===== src/rtl/arrange_pkg.sv =====
// arrange_pkg: shared sizes and FSM state type for the arrange frame loader.
package arrange_pkg;
  localparam int N_SLOTS = 10;
  localparam int NIB_W = 4;
  localparam int FILL_W = $clog2(N_SLOTS + 1);
  localparam int FRAME_W = N_SLOTS * NIB_W;
  typedef enum logic {FILL, HOLD} state_t;
endpackage


===== src/rtl/arrange_odd_counter.sv =====
// arrange_odd_counter: counts odd beats in the current frame (built only with ARRANGE_LOADER_ODD_COUNT_EN).
`ifdef ARRANGE_LOADER_ODD_COUNT_EN
module arrange_odd_counter
  import arrange_pkg::*;
(
  input  logic              clk,
  input  logic              rst_n,
  input  logic              inc,
  input  logic              clr,
  input  logic              hold,
  output logic [FILL_W-1:0] count
);
  always_ff @(posedge clk) begin
    if (!rst_n || clr) count <= '0;
    else if (inc && !hold) count <= count + 1'b1;
  end
endmodule
`endif


===== src/rtl/arrange_frame_loader.sv =====
// arrange_frame_loader: assembles N_SLOTS serial nibbles into a held parallel frame.
// Optional odd_count output under macro ARRANGE_LOADER_ODD_COUNT_EN.
module arrange_frame_loader
  import arrange_pkg::*;
(
  input  logic               clk,
  input  logic               rst_n,
  input  logic [NIB_W-1:0]   in_data,
  input  logic               in_valid,
  output logic               in_ready,
  input  logic               in_abort,
  output logic [FRAME_W-1:0] frame_out,
  output logic               frame_valid,
  input  logic               frame_ready,
  output logic [FILL_W-1:0]  fill_level
`ifdef ARRANGE_LOADER_ODD_COUNT_EN
  ,
  output logic [FILL_W-1:0]  odd_count
`endif
);
  state_t            state, state_nx;
  logic [FILL_W-1:0] fill_nx;
  logic [NIB_W-1:0]  slot [N_SLOTS];
  logic              accept, handoff;
  always_comb begin
    state_nx = state;
    fill_nx = fill_level;
    in_ready = state == FILL;
    frame_valid = state == HOLD;
    accept = in_ready && in_valid && !in_abort;
    handoff = frame_valid && frame_ready;
    if (in_ready && in_abort) fill_nx = '0;
    else if (accept) begin
      fill_nx = fill_level + 1'b1;
      state_nx = fill_level == FILL_W'(N_SLOTS - 1) ? HOLD : FILL;
    end else if (handoff) begin
      fill_nx = '0;
      state_nx = FILL;
    end
  end
  always_ff @(posedge clk) begin
    if (!rst_n) begin
      state <= FILL;
      fill_level <= '0;
      for (int k = 0; k < N_SLOTS; k++) slot[k] <= '0;
    end else begin
      state <= state_nx;
      fill_level <= fill_nx;
      if (accept) slot[fill_level] <= in_data;
    end
  end
  // slot A lands in the MSBs to match the arrange stage's {A,B,...,J} ordering
  for (genvar i = 0; i < N_SLOTS; i++) begin : g_slot
    assign frame_out[FRAME_W-1-i*NIB_W -: NIB_W] = slot[i];
  end
`ifdef ARRANGE_LOADER_ODD_COUNT_EN
  arrange_odd_counter u_odd (
    .clk   (clk),
    .rst_n (rst_n),
    .inc   (accept && in_data[0]),
    .clr   ((in_ready && in_abort) || handoff),
    .hold  (frame_valid),
    .count (odd_count)
  );
`endif
endmodule


===== config.mk =====
export PLATFORM = sky130hd
export DESIGN_NAME = arrange_frame_loader
export DESIGN_NICKNAME = d
export VERILOG_FILES = /design/src/rtl/arrange_pkg.sv /design/src/rtl/arrange_odd_counter.sv /design/src/rtl/arrange_frame_loader.sv
export SDC_FILE = /design/constraint.sdc
export NUM_CORES = 1
export LEC_CHECK = 0
export CELL_PAD_IN_SITES_DETAIL_PLACEMENT = 0
export CELL_PAD_IN_SITES_GLOBAL_PLACEMENT = 1
export CORE_UTILIZATION = 35
export CTS_BUF_LIST = sky130_fd_sc_hd__clkbuf_16
export DETAILED_ROUTE_END_ITERATION = 7
export HOLD_SLACK_MARGIN = 0.05
export PLACE_DENSITY_LB_ADDON = 0.3
export SLEW_MARGIN = 20
export SYNTH_ARGS = -nofsm -noshare
export SYNTH_HDL_FRONTEND = slang
export SYNTH_HIERARCHICAL = 1
export SYNTH_SLANG_ARGS = --single-unit

===== constraint.sdc =====
create_clock -name clk -period 3.5 [get_ports clk]
set_clock_uncertainty 0.05 [all_clocks]
set_input_delay 0.7 -clock clk [delete_from_list [all_inputs] [get_ports clk]]
set_output_delay 0.7 -clock clk [all_outputs]
set_load 0.01 [all_outputs]

==> Flow_metrics.wiki, run 1 <==
{| class="wikitable"
! Metric !! Value
|-
| Synthesized instance count || 145
|-
| Worst slack on hold paths || 526 ps
|-
| Worst vdd ir || 0.275 mV
|-
| Avg WL per Cell || 15.0 um
|-
| Core ar. || 0.00485 sq mm
|-
| Filler instances || 421
|-
| Nets || 217
|-
| N_diodes || 0
|-
| Total Wirelength || 4110 um
|-
| Count of final setup violators || 0
|-
| Setup slack of the most critical reg-to-reg path || 1390 ps
|-
| Vias post-DR || 1348
|-
| CP delay by family, top || simple AND/OR/NAND/NOR gates
|-
| Detailed Routing Iterations Pass 1 || 4
|-
| Asr flop ratio synth || 0%
|-
| Vertical die dimension || 74.1 um
|-
| Power Density || 433 mW/mm^2
|-
| Proportion of synthesized chip area in sequential cells || 71.6%
|-
| Final worst setup slack || 835 ps
|-
| Clock Root Buffer || sky130_fd_sc_hd__clkbuf_16
|-
| Max_slew headroom || 59.9%
|-
| Maximum clock frequency || 375 MHz
|-
| Critical path data required time || 3360 ps
|-
| Result of the run || finished, final reports clean
|-
| CP arrival || 2530 ps
|-
| Number of synthesized flops with an enable pin || 40
|-
| Leading cell type by number of instances after synthesis || sky130_fd_sc_hd__edfxtp_1
|-
| Wire length of the first global-routing pass || 6370 um
|-
| Row count || 25
|-
| Count of state elements after synthesis || 45
|-
| Number of antenna-violating nets in the routed design || 0
|-
| Number of cells upsized or downsized after cts || 0
|-
| Count of hold buffers inserted by post-cts repair || 0
|-
| Clock-pin slew on the worst setup and hold paths || 50 ps
|-
| Cts bufs inserted || 5
|-
| Critical-path cell with the highest stage delay || sky130_fd_sc_hd__o21ai_0
|-
| Kind of start point of the critical path || input pin
|-
| Class of the tightest hold or removal check || register to register
|-
| Starting density of the core || 37.5%
|-
| Detail-routed via count per cell || 4.92
|-
| Worst setup EP type || register
|-
| Synthesis warning total || 6
|-
| Most common library cells after synthesis || sky130_fd_sc_hd__edfxtp_1, sky130_fd_sc_hd__nor2_1, sky130_fd_sc_hd__nor3_1
|-
| Part of the cycle the worst path needs || 76.1%
|-
| Overall fraction of global-route tracks in use || 15.9%
|-
| Buffer and inverter count on the worst path || 1
|-
| CP Max Fanout || 12
|-
| Area Overhead vs Synth || 42.6%
|-
| Cell type contributing the most total cell area after synthesis || sky130_fd_sc_hd__edfxtp_1
|-
| Max clock buf depth || 2
|-
| Biggest area contributors in the synthesized netlist || sky130_fd_sc_hd__edfxtp_1, sky130_fd_sc_hd__dfxtp_1, sky130_fd_sc_hd__nor2_1
|-
| Distinct cell type count of the synthesized netlist || 25
|-
| Share of final-layout standard cells stronger than drive strength 1 || 7.25%
|-
| Post-CTS setup buffers || 0
|-
| Chip width || 74.1 um
|-
| I/O pin count || 55
|-
| Mapped Avg Cell Area || 12.5 sq um
|-
| Final critical path time including I/O delays and setup || 2660 ps
|-
| Routability Congestion || 0.790
|-
| Overflow after GRT || 0
|-
| Number of max-cap violations || 0
|-
| Number of port buffers || 54
|-
| Largest net degree at the start of global routing || 14
|-
| Via count of the first global-routing pass || 1305
|-
| Leakage || 0.901 nW
|-
| Iter 0 DRT Violations || 73
|-
| Setup repair after global routing missed its margin || false
|-
| CTS H-Tree Depth || 2
|-
| Total negative setup slack || 0 ps
|-
| Slew of the pin with the lowest slew margin || 595 ps
|-
| Maximum cell stage delay along the critical path || 610 ps
|-
| Synth top area share || 66.1%
|-
| Critical path start-end classification || input pin to register
|-
| HPWL after detailed placement || 3090 um
|-
| Slew Limit Fails || 0
|-
| Cell area after synthesis || 0.00182 sq mm
|-
| Most used DFF post-synth || sky130_fd_sc_hd__edfxtp_1
|-
| Worst setup slack after placement || 581 ps
|-
| Clock sinks || 45
|-
| Syn nets || 156
|-
| Critical Path, Cell by Cell || clkdlybuf4s50_1 > and4bb_2 > nand3_1 > o21ai_0
|-
| Clock tree from TritonCTS || yes
|-
| Die area || 0.00549 sq mm
|-
| Final hold violations || 0
|-
| Initial antenna violation count || 0
|-
| Skew-Pair Late Insertion Delay || 280 ps
|-
| DRC Markers || 0
|}
## power breakdown
part / internal, mW / total (mW) / switching, mW
clock network: 0.256 / 0.423 / 0.167
logic: 0.0459 / 0.0904 / 0.0444
registers: 0.602 / 0.608 / 0.00627
total: 0.904 / 1.12 / 0.218
## metal layers
metal	up-vias	routed length, um	global-route usage [%]
li1	654	-	-
met1	626	1700	19.1
met2	62	2100	27.5
met3	6	272	4.74
met4	0	42	5.13
met5	-	0	0
## sequential cells by signal (all words and copies together) (netlist names)
register,count
slot,40
frame_valid,1
fill_level,4
## worst reg2reg max path: stages (launching register included)
cell                       delay, ps
sky130_fd_sc_hd__dfxtp_1         410
sky130_fd_sc_hd__and4bb_2        350
sky130_fd_sc_hd__nand3_1         330
sky130_fd_sc_hd__o21ai_0         610
## metrics by stage
step,std cells,total power [mW],util (%),cell area [sq um]
global route,274,1.16,53.5,2590
finish,274,1.12,53.5,2590
CTS,274,1.13,53.5,2590
detailed placement,266,0.710,50.7,2460
floorplan,145,0.653,-,1820
global placement,266,0.707,50.7,2460
## final cells by class
| cell class | instances | area (sq um) | area share, % |
|---|---|---|---|
| sequential | 45 | 1300 | 50.2 |
| timing repair buffer | 59 | 578 | 22.3 |
| clock buffer | 5 | 125 | 4.83 |
| clock inverter | 3 | 11.3 | 0.434 |
| tap | 67 | 83.8 | 3.23 |
| inverter | 7 | 26.3 | 1.01 |
| multi-input combinational | 88 | 467 | 18.0 |
## final timing paths
| kind | depth (start not counted) | endpoint | startpoint |
|---|---|---|---|
| setup / recovery | 4 | slot[0][2] | rst_n |
| hold / removal | 2 | fill_level[3] | fill_level[3] |
| setup reg to reg | 3 | slot[0][2] | fill_level[0] |
| hold reg to reg | 2 | fill_level[3] | fill_level[3] |
## cell usage in the layout (no fill, tap or decap), drive strengths merged, types with 2 or more instances in the layout
| master | instances |
|---|---|
| edfxtp | 40 |
| clkdlybuf4s50 | 54 |
| nand2 | 10 |
| nand4 | 2 |
| nor3 | 16 |
| inv | 9 |
| and4bb | 3 |
| o21ai | 9 |
| nand3 | 9 |
| nor2 | 23 |
| buf | 5 |
| a21oi | 3 |
| ha | 2 |
| clkbuf | 5 |
| dfxtp | 5 |
## cell families after synthesis
family,synth area share (%)
AND/OR/NAND/NOR,19.0
flip-flops,71.6
AO/OA/AOI/OAI,4.82
buffers and inverters,2.75
adder cells (fa/ha/maj),1.38
XOR/XNOR,0.482
Power figures use the tool's default switching activity.
==> inputs of run 2 (changes only) <==
--- a/config.mk
+++ b/config.mk
@@ -7,7 +7,7 @@
 export LEC_CHECK = 0
 export CELL_PAD_IN_SITES_DETAIL_PLACEMENT = 0
 export CELL_PAD_IN_SITES_GLOBAL_PLACEMENT = 1
-export CORE_UTILIZATION = 35
+export CORE_UTILIZATION = 32
 export CTS_BUF_LIST = sky130_fd_sc_hd__clkbuf_16
 export DETAILED_ROUTE_END_ITERATION = 7
 export HOLD_SLACK_MARGIN = 0.05
==> constraint.sdc (replaced) <==
create_clock -name clk -period 2.2 [get_ports clk]
set_clock_uncertainty 0.05 [all_clocks]
set_input_delay 0.44 -clock clk [delete_from_list [all_inputs] [get_ports clk]]
set_output_delay 0.44 -clock clk [all_outputs]
set_load 0.01 [all_outputs]
==> run 2 against run 1 <==
Net effect:
- clock-buffer cell count did not move
- largest power group unchanged
- global-route usage fell by 0.24 points
- first-iteration DRC count grew 27%
==> Flow_metrics.wiki, run 2 (synthesis results as in run 1) <==
{| class="wikitable"
! Metric !! Value
|-
| Cts bufs inserted || 5
|-
| Die area || 0.00599 sq mm
|-
| Number of antenna-violating nets in the routed design || 0
|-
| Critical path data required time || 2150 ps
|-
| Commonest non-fill, non-tap cells in the layout || sky130_fd_sc_hd__clkdlybuf4s50_1, sky130_fd_sc_hd__edfxtp_1, sky130_fd_sc_hd__buf_4
|-
| Worst slack on hold paths || 524 ps
|-
| Nets || 236
|-
| Share of final-layout standard cells stronger than drive strength 1 || 16.4%
|-
| Wire length of the first global-routing pass || 7210 um
|-
| Power Density || 710 mW/mm^2
|-
| Via count of the first global-routing pass || 1483
|-
| Detail-routed via count per cell || 4.78
|-
| Chip width || 77.4 um
|-
| Area Overhead vs Synth || 52.7%
|-
| Core ar. || 0.00551 sq mm
|-
| Result of the run || finished, final reports clean
|-
| Flip-flop count of the largest register after layout || 40
|-
| Final cell utilization of the core || 50.4%
|-
| CTS H-Tree Depth || 2
|-
| Slew Limit Fails || 0
|-
| Worst vdd ir || 0.309 mV
|-
| Count of final setup violators || 0
|-
| N_diodes || 0
|-
| Post-CTS setup buffers || 0
|-
| Slew of the pin with the lowest slew margin || 520 ps
|-
| Count of hold buffers inserted by post-cts repair || 0
|-
| Class of the tightest hold or removal check || register to register
|-
| I/O pin count || 55
|-
| Kind of start point of the critical path || input pin
|-
| Overall fraction of global-route tracks in use || 15.7%
|-
| Routability Congestion || 0.769
|-
| Final critical path time including I/O delays and setup || 1950 ps
|-
| Clock tree from TritonCTS || yes
|-
| Max_slew headroom || 64.9%
|-
| Setup repair after global routing missed its margin || false
|-
| Max clock buf depth || 2
|-
| Worst setup EP type || register
|-
| Register with the most flip-flops || slot
|-
| Detailed Routing Iterations Pass 1 || 4
|-
| Critical path start-end classification || input pin to register
|-
| HPWL after detailed placement || 3170 um
|-
| Number of cells upsized or downsized after cts || 0
|-
| Final hold violations || 0
|-
| Part of the cycle the worst path needs || 88.5%
|-
| Clock sinks || 45
|-
| Total Wirelength || 4290 um
|-
| Number of max-cap violations || 0
|-
| Initial antenna violation count || 0
|-
| CP arrival || 1900 ps
|-
| Largest net degree at the start of global routing || 16
|-
| Vias post-DR || 1424
|-
| Clock-pin slew on the worst setup and hold paths || 60 ps
|-
| Leakage || 0.999 nW
|-
| Overflow after GRT || 0
|-
| DRC Markers || 0
|-
| Maximum clock frequency || 514 MHz
|-
| Avg WL per Cell || 14.4 um
|-
| Leading cell type in the layout, fill and taps excluded || sky130_fd_sc_hd__clkdlybuf4s50_1
|-
| Number of port buffers || 54
|-
| Starting density of the core || 33.0%
|-
| Vertical die dimension || 77.4 um
|-
| Row count || 27
|-
| Skew-Pair Late Insertion Delay || 280 ps
|-
| Iter 0 DRT Violations || 93
|-
| CP Max Fanout || 6
|-
| Clock Root Buffer || sky130_fd_sc_hd__clkbuf_16
|}
run 2: cell types whose count changed in the layout (fill, tap and decap cells not counted):
cell	before	now
sky130_fd_sc_hd__buf_4	5	24
sky130_fd_sc_hd__inv_1	9	7
sky130_fd_sc_hd__clkinv_1	1	0
sky130_fd_sc_hd__bufinv_16	0	1
sky130_fd_sc_hd__clkinv_4	0	1
sky130_fd_sc_hd__clkinvlp_4	0	1
run 2: critical path, cell delays in order:
cell,delay [ps]
sky130_fd_sc_hd__clkdlybuf4s50_1,570
sky130_fd_sc_hd__and4bb_2,300
sky130_fd_sc_hd__buf_4,140
sky130_fd_sc_hd__nand2_1,100
sky130_fd_sc_hd__o21ai_0,200
sky130_fd_sc_hd__buf_4,160
run 2: per-layer routing:
layer / GRT usage [%] / up-vias / share of wire [%]
li1: - / 687 / -
met1: 18.7 / 683 / 42
met2: 27.9 / 44 / 52
met3: 3.65 / 10 / 4.5
met4: 4.91 / 0 / 1.8
met5: 0 / - / 0
run 2: path summary, 6_finish.rpt:
kind                   end  depth (start not counted)          start  slack [ps]
max reg2reg     slot[5][3]                          5    frame_valid         480
min reg2reg  fill_level[3]                          2  fill_level[3]         520
min          fill_level[3]                          2  fill_level[3]         520
max             slot[1][0]                          6       in_valid         250
run 2: cell type report:
type | count | area (sq um)
flip-flops and latches | 45 | 1300
clock buffers | 5 | 125
well taps | 72 | 90.1
fillers | 472 | 2730
multi-input cells | 88 | 467
repair buffers | 78 | 721
inverters | 7 | 26.3
clock inverters | 3 | 46.3
run 2: per-stage QoR:
step	setup slack, ps	cell area (sq um)	total power, mW	cells	TNS [ps]
floorplan	396	1820	1.04	145	0
global placement	30.1	2610	1.15	290	0
detailed placement	-26.7	2610	1.15	290	-132
CTS	274	2780	1.98	298	0
global route	98.0	2780	2.03	298	0
finish	254	2780	1.97	298	0
run 2: where the power goes:
| group | internal, mW | switching, mW | total, mW |
|---|---|---|---|
| combinational | 0.0904 | 0.0744 | 0.165 |
| clock | 0.537 | 0.301 | 0.838 |
| sequential | 0.957 | 0.0102 | 0.967 |
